## src/rtl/spi_mem_master.sv

```systemverilog
// spi_mem_master: SPI master that sends {write,addr} then len data bytes to SPIMemory, LSB first.
// Define SPI_MEM_MASTER_ABORT_EN to add the abort input.
module spi_mem_master #(
  parameter int CLK_DIV    = 4,
  parameter int ADDR_WIDTH = 15,
  parameter int DATA_WIDTH = 8
) (
  input  logic                  clk,
  input  logic                  _reset,
  input  logic                  start,
  input  logic                  write,
  input  logic [ADDR_WIDTH-1:0] addr,
  input  logic [7:0]            len,
  input  logic [DATA_WIDTH-1:0] tx_data,
  input  logic                  tx_valid,
  output logic                  tx_ready,
  output logic [DATA_WIDTH-1:0] rx_data,
  output logic                  rx_valid,
  output logic                  busy,
  output logic                  done,
  output logic                  _select,
  output logic                  sck,
  output logic                  mosi,
`ifdef SPI_MEM_MASTER_ABORT_EN
  input  logic                  abort,
`endif
  input  logic                  miso
);
  localparam int BW = $clog2(DATA_WIDTH);
  typedef enum logic [2:0] {IDLE, SETUP, CMD0, CMD1, DATA, HOLD, DONE} state_t;
  state_t state, nxt;
  logic [7:0] cnt, left;
  logic [BW-1:0] bitn;
  logic [DATA_WIDTH-1:0] sh, rs, ld_val;
  logic [ADDR_WIDTH:0] cmd;
  logic wt, stop, half_end, shifting, rise, fall, byte_end, go, to_data, ld, last_rise;
  assign half_end = cnt == 8'(CLK_DIV - 1);
  assign shifting = (state == CMD0 || state == CMD1 || state == DATA) && !wt;
  assign rise = shifting && half_end && !sck;
  assign fall = shifting && half_end && sck;
  assign byte_end = fall && bitn == BW'(DATA_WIDTH - 1);
  assign go = state == IDLE && start;
  assign last_rise = rise && bitn == BW'(DATA_WIDTH - 1) && state == DATA && !cmd[ADDR_WIDTH];
`ifdef SPI_MEM_MASTER_ABORT_EN
  logic ab;
  assign stop = ab || (abort && state == DATA);
  always_ff @(posedge clk or negedge _reset)
    if (!_reset) ab <= 1'b0;
    else ab <= go ? 1'b0 : stop;
`else
  assign stop = 1'b0;
`endif
  always_ff @(posedge clk or negedge _reset)
    if (!_reset) state <= IDLE;
    else state <= nxt;
  always_comb begin
    nxt = state;
    unique case (state)
      IDLE:    nxt = start ? SETUP : IDLE;
      SETUP:   nxt = half_end ? CMD0 : SETUP;
      CMD0:    nxt = byte_end ? CMD1 : CMD0;
      CMD1:    nxt = byte_end ? (left == 8'd0 ? HOLD : DATA) : CMD1;
      DATA:    nxt = byte_end && (left == 8'd1 || stop) ? HOLD : DATA;
      HOLD:    nxt = half_end ? DONE : HOLD;
      default: nxt = IDLE;
    endcase
    busy = state != IDLE && state != DONE;
    _select = !busy;
    done = state == DONE;
    mosi = sh[0];
    to_data = byte_end && nxt == DATA;
    tx_ready = ((to_data && cmd[ADDR_WIDTH]) || wt) && tx_valid;
    ld = (state == SETUP && half_end) || byte_end || tx_ready;
    ld_val = state == SETUP ? cmd[DATA_WIDTH-1:0] :
             state == CMD0  ? cmd[2*DATA_WIDTH-1:DATA_WIDTH] :
             tx_ready       ? tx_data : '0;
  end
  // a stalled write parks with sck low and the divider frozen until tx_valid
  always_ff @(posedge clk or negedge _reset)
    if (!_reset) begin
      cnt <= '0;
      left <= '0;
      bitn <= '0;
      sh <= '0;
      rs <= '0;
      cmd <= '0;
      wt <= 1'b0;
      sck <= 1'b0;
      rx_data <= '0;
      rx_valid <= 1'b0;
    end else begin
      cnt <= (half_end || state == IDLE || wt) ? 8'd0 : cnt + 8'd1;
      cmd <= go ? {write, addr} : cmd;
      left <= go ? len : (state == DATA && byte_end) ? left - 8'd1 : left;
      bitn <= go ? '0 : fall ? bitn + BW'(1) : bitn;
      sck <= rise ? 1'b1 : fall ? 1'b0 : sck;
      sh <= ld ? ld_val : fall ? sh >> 1 : sh;
      rs <= rise ? {miso, rs[DATA_WIDTH-1:1]} : rs;
      rx_valid <= last_rise;
      rx_data <= last_rise ? {miso, rs[DATA_WIDTH-1:1]} : rx_data;
      wt <= go ? 1'b0 : (to_data && cmd[ADDR_WIDTH]) ? !tx_valid : wt && !tx_valid;
    end
endmodule

```

## config.mk

```make
export PLATFORM = sky130hd
export DESIGN_NAME = spi_mem_master
export DESIGN_NICKNAME = d
export VERILOG_FILES = /design/src/rtl/spi_mem_master.sv
export SDC_FILE = /design/constraint.sdc
export NUM_CORES = 1
export LEC_CHECK = 0
export BUFFER_PORTS_ARGS = -buffer_cell sky130_fd_sc_hd__buf_2
export CORE_MARGIN = 2
export CORE_UTILIZATION = 55
export DETAILED_ROUTE_END_ITERATION = 12
export PLACE_DENSITY = 0.76
export SLEW_MARGIN = 15
export SYNTH_ARGS = -nofsm -noshare
export SYNTH_HDL_FRONTEND = slang
export SYNTH_SLANG_ARGS = --single-unit
```

## constraint.sdc

```tcl
create_clock -name clk -period 3.37 [get_ports clk]
set_input_delay 0.337 -clock clk [delete_from_list [all_inputs] [get_ports clk]]
set_output_delay 0.337 -clock clk [all_outputs]
set_load 0.02 [all_outputs]
```

Word-level counts from Yosys, hierarchy flattened

Index checks and enable logic that the tools add are counted.

Add/subtract/negate cells: 3
Equal/unequal tests: 11
Mux-type cells: 22
Reductions and logical operators: 36

Operator list:

| operator                                            | count |
|---|---|
| 2-to-1 mux 8 bit                                    | 8 |
| one-hot mux 3 bit (6 select lines)                  | 1 |
| logical AND 1 bit                                   | 17 |
| equality test 3 bit, second input constant          | 5 |
| 2-to-1 mux 3 bit                                    | 3 |
| adder 8 x 1 -> 8 bit, second input constant         | 1 |
| equality test 8 x 1 -> 1 bit, second input constant | 1 |
| equality test 8 x 2 -> 1 bit, second input constant | 1 |
| zero test 8 bit                                     | 1 |
| 2-to-1 mux 1 bit                                    | 8 |
| nonzero test 2 bit                                  | 4 |
| subtractor 8 x 1 -> 8 bit, second input constant    | 1 |
| logical OR 1 bit                                    | 7 |
| equality test 3 x 2 -> 1 bit, second input constant | 2 |
| zero test 1 bit                                     | 5 |
| 2-to-1 mux 2 bit                                    | 2 |
| adder 3 x 1 -> 3 bit, second input constant         | 1 |
| equality test 3 x 1 -> 1 bit, second input constant | 1 |
| zero test 3 bit                                     | 1 |
| inequality test 3 bit, second input constant        | 1 |
| nonzero test 3 bit                                  | 1 |

Register bits: 65
Input port bits: 37
Word-level logic and storage cells: 83

Depth between registers and ports, before layout

Depth after elaboration: 19
Gate-level depth with buffers: 8
Depth with buffers taken out: 7

Least setup slack after synthesis

No wires, ideal clock.

Path kind: reg-to-reg
From: register bitn[0]
To: register sh[4]
Library setup time: 0.145 ns
Arrival time: 1.883 ns
Path slack: 1.342 ns
Cell stages (with the launch flop): 9
Period minus slack after synthesis: 2.028 ns
Cells stage by stage: dfrtp_1 ha_1 ha_1 and3b_1 a211o_1 a32o_1 clkbuf_1 nand3_1 o221ai_1

Longest elaborated chain between the ends: 14
Elaborated cells on any way between the ends: 19
Those cells by class: eq/ne: 2; mux: 8; reduce/logical: 9

Ends and longest elaborated chain:

| what                               | line | RTL |
|---|---|---|
| start: declaration                 | 33   | `logic [BW-1:0] bitn;` |
| start signal: assignment           | 95   | `bitn <= go ? '0 : fall ? bitn + BW'(1) : bitn;` |
| equality test 3 bit (*)            | 41   | `assign byte_end = fall && bitn == BW'(DATA_WIDTH - 1);` |
| logical AND 1 bit (*)              | 41   |  |
| logical AND 1 bit                  | 63   | `DATA: nxt = byte_end && (left == 8'd1 \|\| stop) ? HOLD : DATA;` |
| 2-to-1 mux 1 bit                   | 63   |  |
| one-hot mux 3 bit (6 select lines) | 58   | `unique case (state)` |
| equality test 3 bit                | 71   | `to_data = byte_end && nxt == DATA;` |
| logical AND 1 bit                  | 71   |  |
| logical AND 1 bit                  | 72   | `tx_ready = ((to_data && cmd[ADDR_WIDTH]) \|\| wt) && tx_valid;` |
| logical OR 1 bit                   | 72   |  |
| logical AND 1 bit                  | 72   |  |
| 2-to-1 mux 8 bit                   | 76   | `tx_ready ? tx_data : '0;` |
| 2-to-1 mux 8 bit                   | 75   | `state == CMD0 ? cmd[2*DATA_WIDTH-1:DATA_WIDTH] :` |
| 2-to-1 mux 8 bit                   | 74   | `ld_val = state == SETUP ? cmd[DATA_WIDTH-1:0] :` |
| 2-to-1 mux 8 bit                   | 97   | `sh <= ld ? ld_val : fall ? sh >> 1 : sh;` |
| end signal: assignment             | 97   |  |
| end: declaration                   | 34   | `logic [DATA_WIDTH-1:0] sh, rs, ld_val;` |

Every way passes the cells marked *; elsewhere a longest branch is shown, timed or not.
A chain may end at the register's enable or synchronous reset.

Final worst setup path

From: register state[0]
To: output port tx_ready

Longest elaborated chain between the ends: 15
Elaborated cells on any way between the ends: 22
Those cells by class: eq/ne: 6; mux: 4; reduce/logical: 12

Ends and longest elaborated chain:

| what                               | line   | RTL |
|---|---|---|
| start: declaration                 | 31     | `state_t state, nxt;` |
| start signal: assignment           | 55     | `else state <= nxt;` |
| equality test 3 x 2 -> 1 bit       | 38, 58 |  |
| logical OR 1 bit (2 in a row)      | 38     | `assign shifting = (state == CMD0 \|\| state == CMD1 \|\| state == DATA) && !wt;` |
| logical AND 1 bit                  | 38     |  |
| logical AND 1 bit (2 in a row)     | 40     | `assign fall = shifting && half_end && sck;` |
| logical AND 1 bit                  | 41     |  |
| logical AND 1 bit                  | 63     |  |
| 2-to-1 mux 1 bit                   | 63     |  |
| one-hot mux 3 bit (6 select lines) | 58     |  |
| equality test 3 bit                | 71     |  |
| logical AND 1 bit (*)              | 71     |  |
| logical AND 1 bit (*)              | 72     |  |
| logical OR 1 bit (*)               | 72     |  |
| logical AND 1 bit (*)              | 72     |  |
| end: declaration                   | 16     | `output logic tx_ready,` |

Marks and branches as above.

==> key figures <==
Worst setup path
  • Largest fanout of any net on the critical path: 18
  • Critical Path Sink Type: output pin
  • Worst setup path category: register to output pin
  • Data arrival time at the worst-slack endpoint: 2.27 ns
  • Type of element launching the critical path: register
  • Required @ worst endpoint: 3.03 ns

Clock network
  • Clock latency at the later pin of the worst-skew pair: 0.34 ns
  • Longest Clk Path Bufs: 2
  • TritonCTS clock tree: built
  • Clock tree root driver cell: sky130_fd_sc_hd__clkbuf_8
  • Clock H-tree levels: 3
  • Number of buffers inserted for hold repair after clock tree synthesis: 0
  • Post-CTS setup buffer count: 0
  • Clock net sink count: 64
  • CTS buffer count: 9
  • Post_cts resized: 0
  • Clock-pin slew on the worst setup and hold paths: 0.07 ns

Global routing
  • First-pass GRT wire length: 11.3 mm
  • Congestion Overflow GR: 0
  • Largest net degree at the start of global routing: 41
  • Vias in the first global route: 2417
  • Total routing usage reported by global routing: 22.9%
  • Antenna violations before repair: 0

Synth
  • Count of mapped cells out of synthesis: 321
  • Dominant register cell in the synthesized netlist: sky130_fd_sc_hd__dfrtp_1
  • Yosys warning total: 0
  • Post-synthesis instance area: 3230 um2
  • Synth Register Bits: 64
  • Mean cell area of the mapped netlist: 10.0 um2
  • Sequential element share of the synthesized area: 49.7%
  • Post-synth cell types: 53
  • Number of enable flip-flop cells after synthesis: 0
  • Post-synth net total: 363
  • FFs w/ async S/R, synth: 100%

Route
  • Vias per cell: 5.58
  • Count of vias placed by the detailed router: 2471
  • Mean routed wirelength per cell: 14.8 um
  • Number of nets with antenna violations after routing: 0
  • DRT Wirelength: 6.55 mm
  • DRC violations left: 0
  • Drt first pass iters: 4
  • Count of routing violations after the opening detailed-route iteration: 144

STA
  • Min cycle time layout: 2.61 ns
  • Slew at the pin closest to its max-slew limit: 0.869 ns
  • Maximum clock skew at final layout: 0.00524 ns
  • Final cycle utilization of the critical path: 77.3%
  • Number of setup violations in the final report: 0
  • Fin. Hold Viols: 0
  • Highest achievable clock rate: 0.384 GHz
  • Worst hold margin: 0.110 ns
  • Worst slew slack as a fraction of its limit: 42.1%
  • Number of max-slew violations in the final report: 0
  • Total Negative Setup Slacks: 0 ns
  • RSZ-0062 raised after global routing: false
  • Final worst setup slack: 0.764 ns

Finish
  • Final core area utilization: 66.4%
  • Leading cell type in the layout, fill and taps excluded: sky130_fd_sc_hd__nand2_1
  • Commonest cells after routing, fill and taps aside: sky130_fd_sc_hd__nand2_1, sky130_fd_sc_hd__dfrtp_1, sky130_fd_sc_hd__buf_2
  • Total Nets Final: 408
  • Fillcell total: 474
  • Synth-to-Final Area Change: 14.7%
  • Area taken by multi-input logic gates: 1500 um2
  • Final antenna diode count: 0
  • Flip-flop and latch area: 1600 um2
  • Share of layout cells above drive strength 1: 24.8%

Die
  • # IOs: 52
  • Chip Width: 80.6 um
  • Initial core utilization: 57.9%
  • Floorplan core area: 5570 um2
  • Standard-cell rows: 27
  • Die Area: 6490 um2
  • Die Span Y: 80.6 um

Min path
  • Path category of the worst min-delay check: input port to async pin

Placement
  • Worst Setup Slack post-DPL: 0.998 ns
  • # port buffers: 51
  • Gp weighted congestion: 0.896
  • Final HPWL DP: 4.54 mm

Pwr
  • Worst-case vdd ir drop: 0.502 mV
  • Power density relative to cell area: 761 nW/um2
  • Reported leakage power: 1.82 nW

Status
  • Status: finished clean

Run
  • Max-capacitance violation count: 0
==> cell families after synthesis <==
group | Yosys count | synth area share (%)
simple gates | 132 | 20.8
flops | 64 | 49.7
compound gates | 58 | 12.7
buf+inv | 27 | 3.99
mux | 22 | 7.41
xor+xnor | 13 | 3.53
fa+ha+maj | 5 | 1.94
==> metrics by stage <==
stage / instances / total power [mW] / cell area (um2)
CTS: 443 / 2.83 / 3700
finish: 443 / 2.82 / 3700
global route: 443 / 3.03 / 3700
global placement: 427 / 2.06 / 3490
floorplan: 321 / 1.89 / 3230
detailed placement: 427 / 2.10 / 3490
==> area by class of cell <==
type                       instances  share of cell area [%]
sequential                        64                    43.3
tap                               72                    2.43
timing repair buffer              53                    7.30
inverter                           8                   0.812
clock buffer                      11                    3.55
multi-input combinational        230                    40.4
clock inverter                     5                    2.20
==> metal layers <==
metal	track usage, %	vias to the layer above	routed length [um]
li1	-	1210	-
met1	29.8	1180	2930
met2	36.5	69	3170
met3	5.17	12	337
met4	10.2	0	114
met5	0	-	0
==> synthesized netlist by cell type, types with 3 or more instances <==
cell,n,area share [%]
sky130_fd_sc_hd__inv_1,8,0.93
sky130_fd_sc_hd__clkbuf_1,14,1.6
sky130_fd_sc_hd__o21ai_0,25,3.9
sky130_fd_sc_hd__xor2_1,10,2.7
sky130_fd_sc_hd__nand3_1,14,2.2
sky130_fd_sc_hd__ha_1,5,1.9
sky130_fd_sc_hd__mux2_2,15,5.2
sky130_fd_sc_hd__nand2_1,66,7.7
sky130_fd_sc_hd__nor2b_1,5,0.97
sky130_fd_sc_hd__o221ai_1,8,2.2
sky130_fd_sc_hd__a21oi_1,3,0.47
sky130_fd_sc_hd__nor3_1,4,0.62
sky130_fd_sc_hd__dfrtp_1,64,50
sky130_fd_sc_hd__nor2_1,14,1.6
sky130_fd_sc_hd__mux2i_1,7,2.2
sky130_fd_sc_hd__xnor2_1,3,0.81
sky130_fd_sc_hd__nand2b_1,4,0.78
sky130_fd_sc_hd__nand3b_1,3,0.70
sky130_fd_sc_hd__a22o_1,7,1.9
==> registers in the layout, summed over array words and instances, names as in the netlist <==
register  count
bitn          3
cmd          16
cnt           8
left          8
rs            7
rx_data       8
rx_valid      1
sck           1
sh            8
state         3
wt            1
==> worst max-delay path, stage by stage, from the launching register on <==
cell and delay, ns:
sky130_fd_sc_hd__dfrtp_1 0.56, sky130_fd_sc_hd__nor3b_2 0.44, sky130_fd_sc_hd__o2111a_1 0.28, sky130_fd_sc_hd__o2111a_1 0.25, sky130_fd_sc_hd__nor2_1 0.08, sky130_fd_sc_hd__nor2b_1 0.14, sky130_fd_sc_hd__buf_2 0.17
==> path summary, 6_finish.rpt <==
check,start,to,slack (ns),depth (start not counted)
min in group clk,addr[12],cmd[12],0.18,3
max in group asynchronous,_reset,bitn[1],2.39,2
worst min register to register,cmd[14],cmd[14],0.48,2
worst max register to register,state[0],sh[0],0.98,5
worst max-delay path,state[0],tx_ready,0.76,6
worst min-delay path,_reset,cnt[2],0.11,1
==> where the power goes <==
group / internal (mW) / switching [mW]
Combinational: 0.366 / 0.470
Clock: 0.417 / 0.296
Sequential: 1.02 / 0.246
No activity file was read; power rests on OpenSTA's default activity.
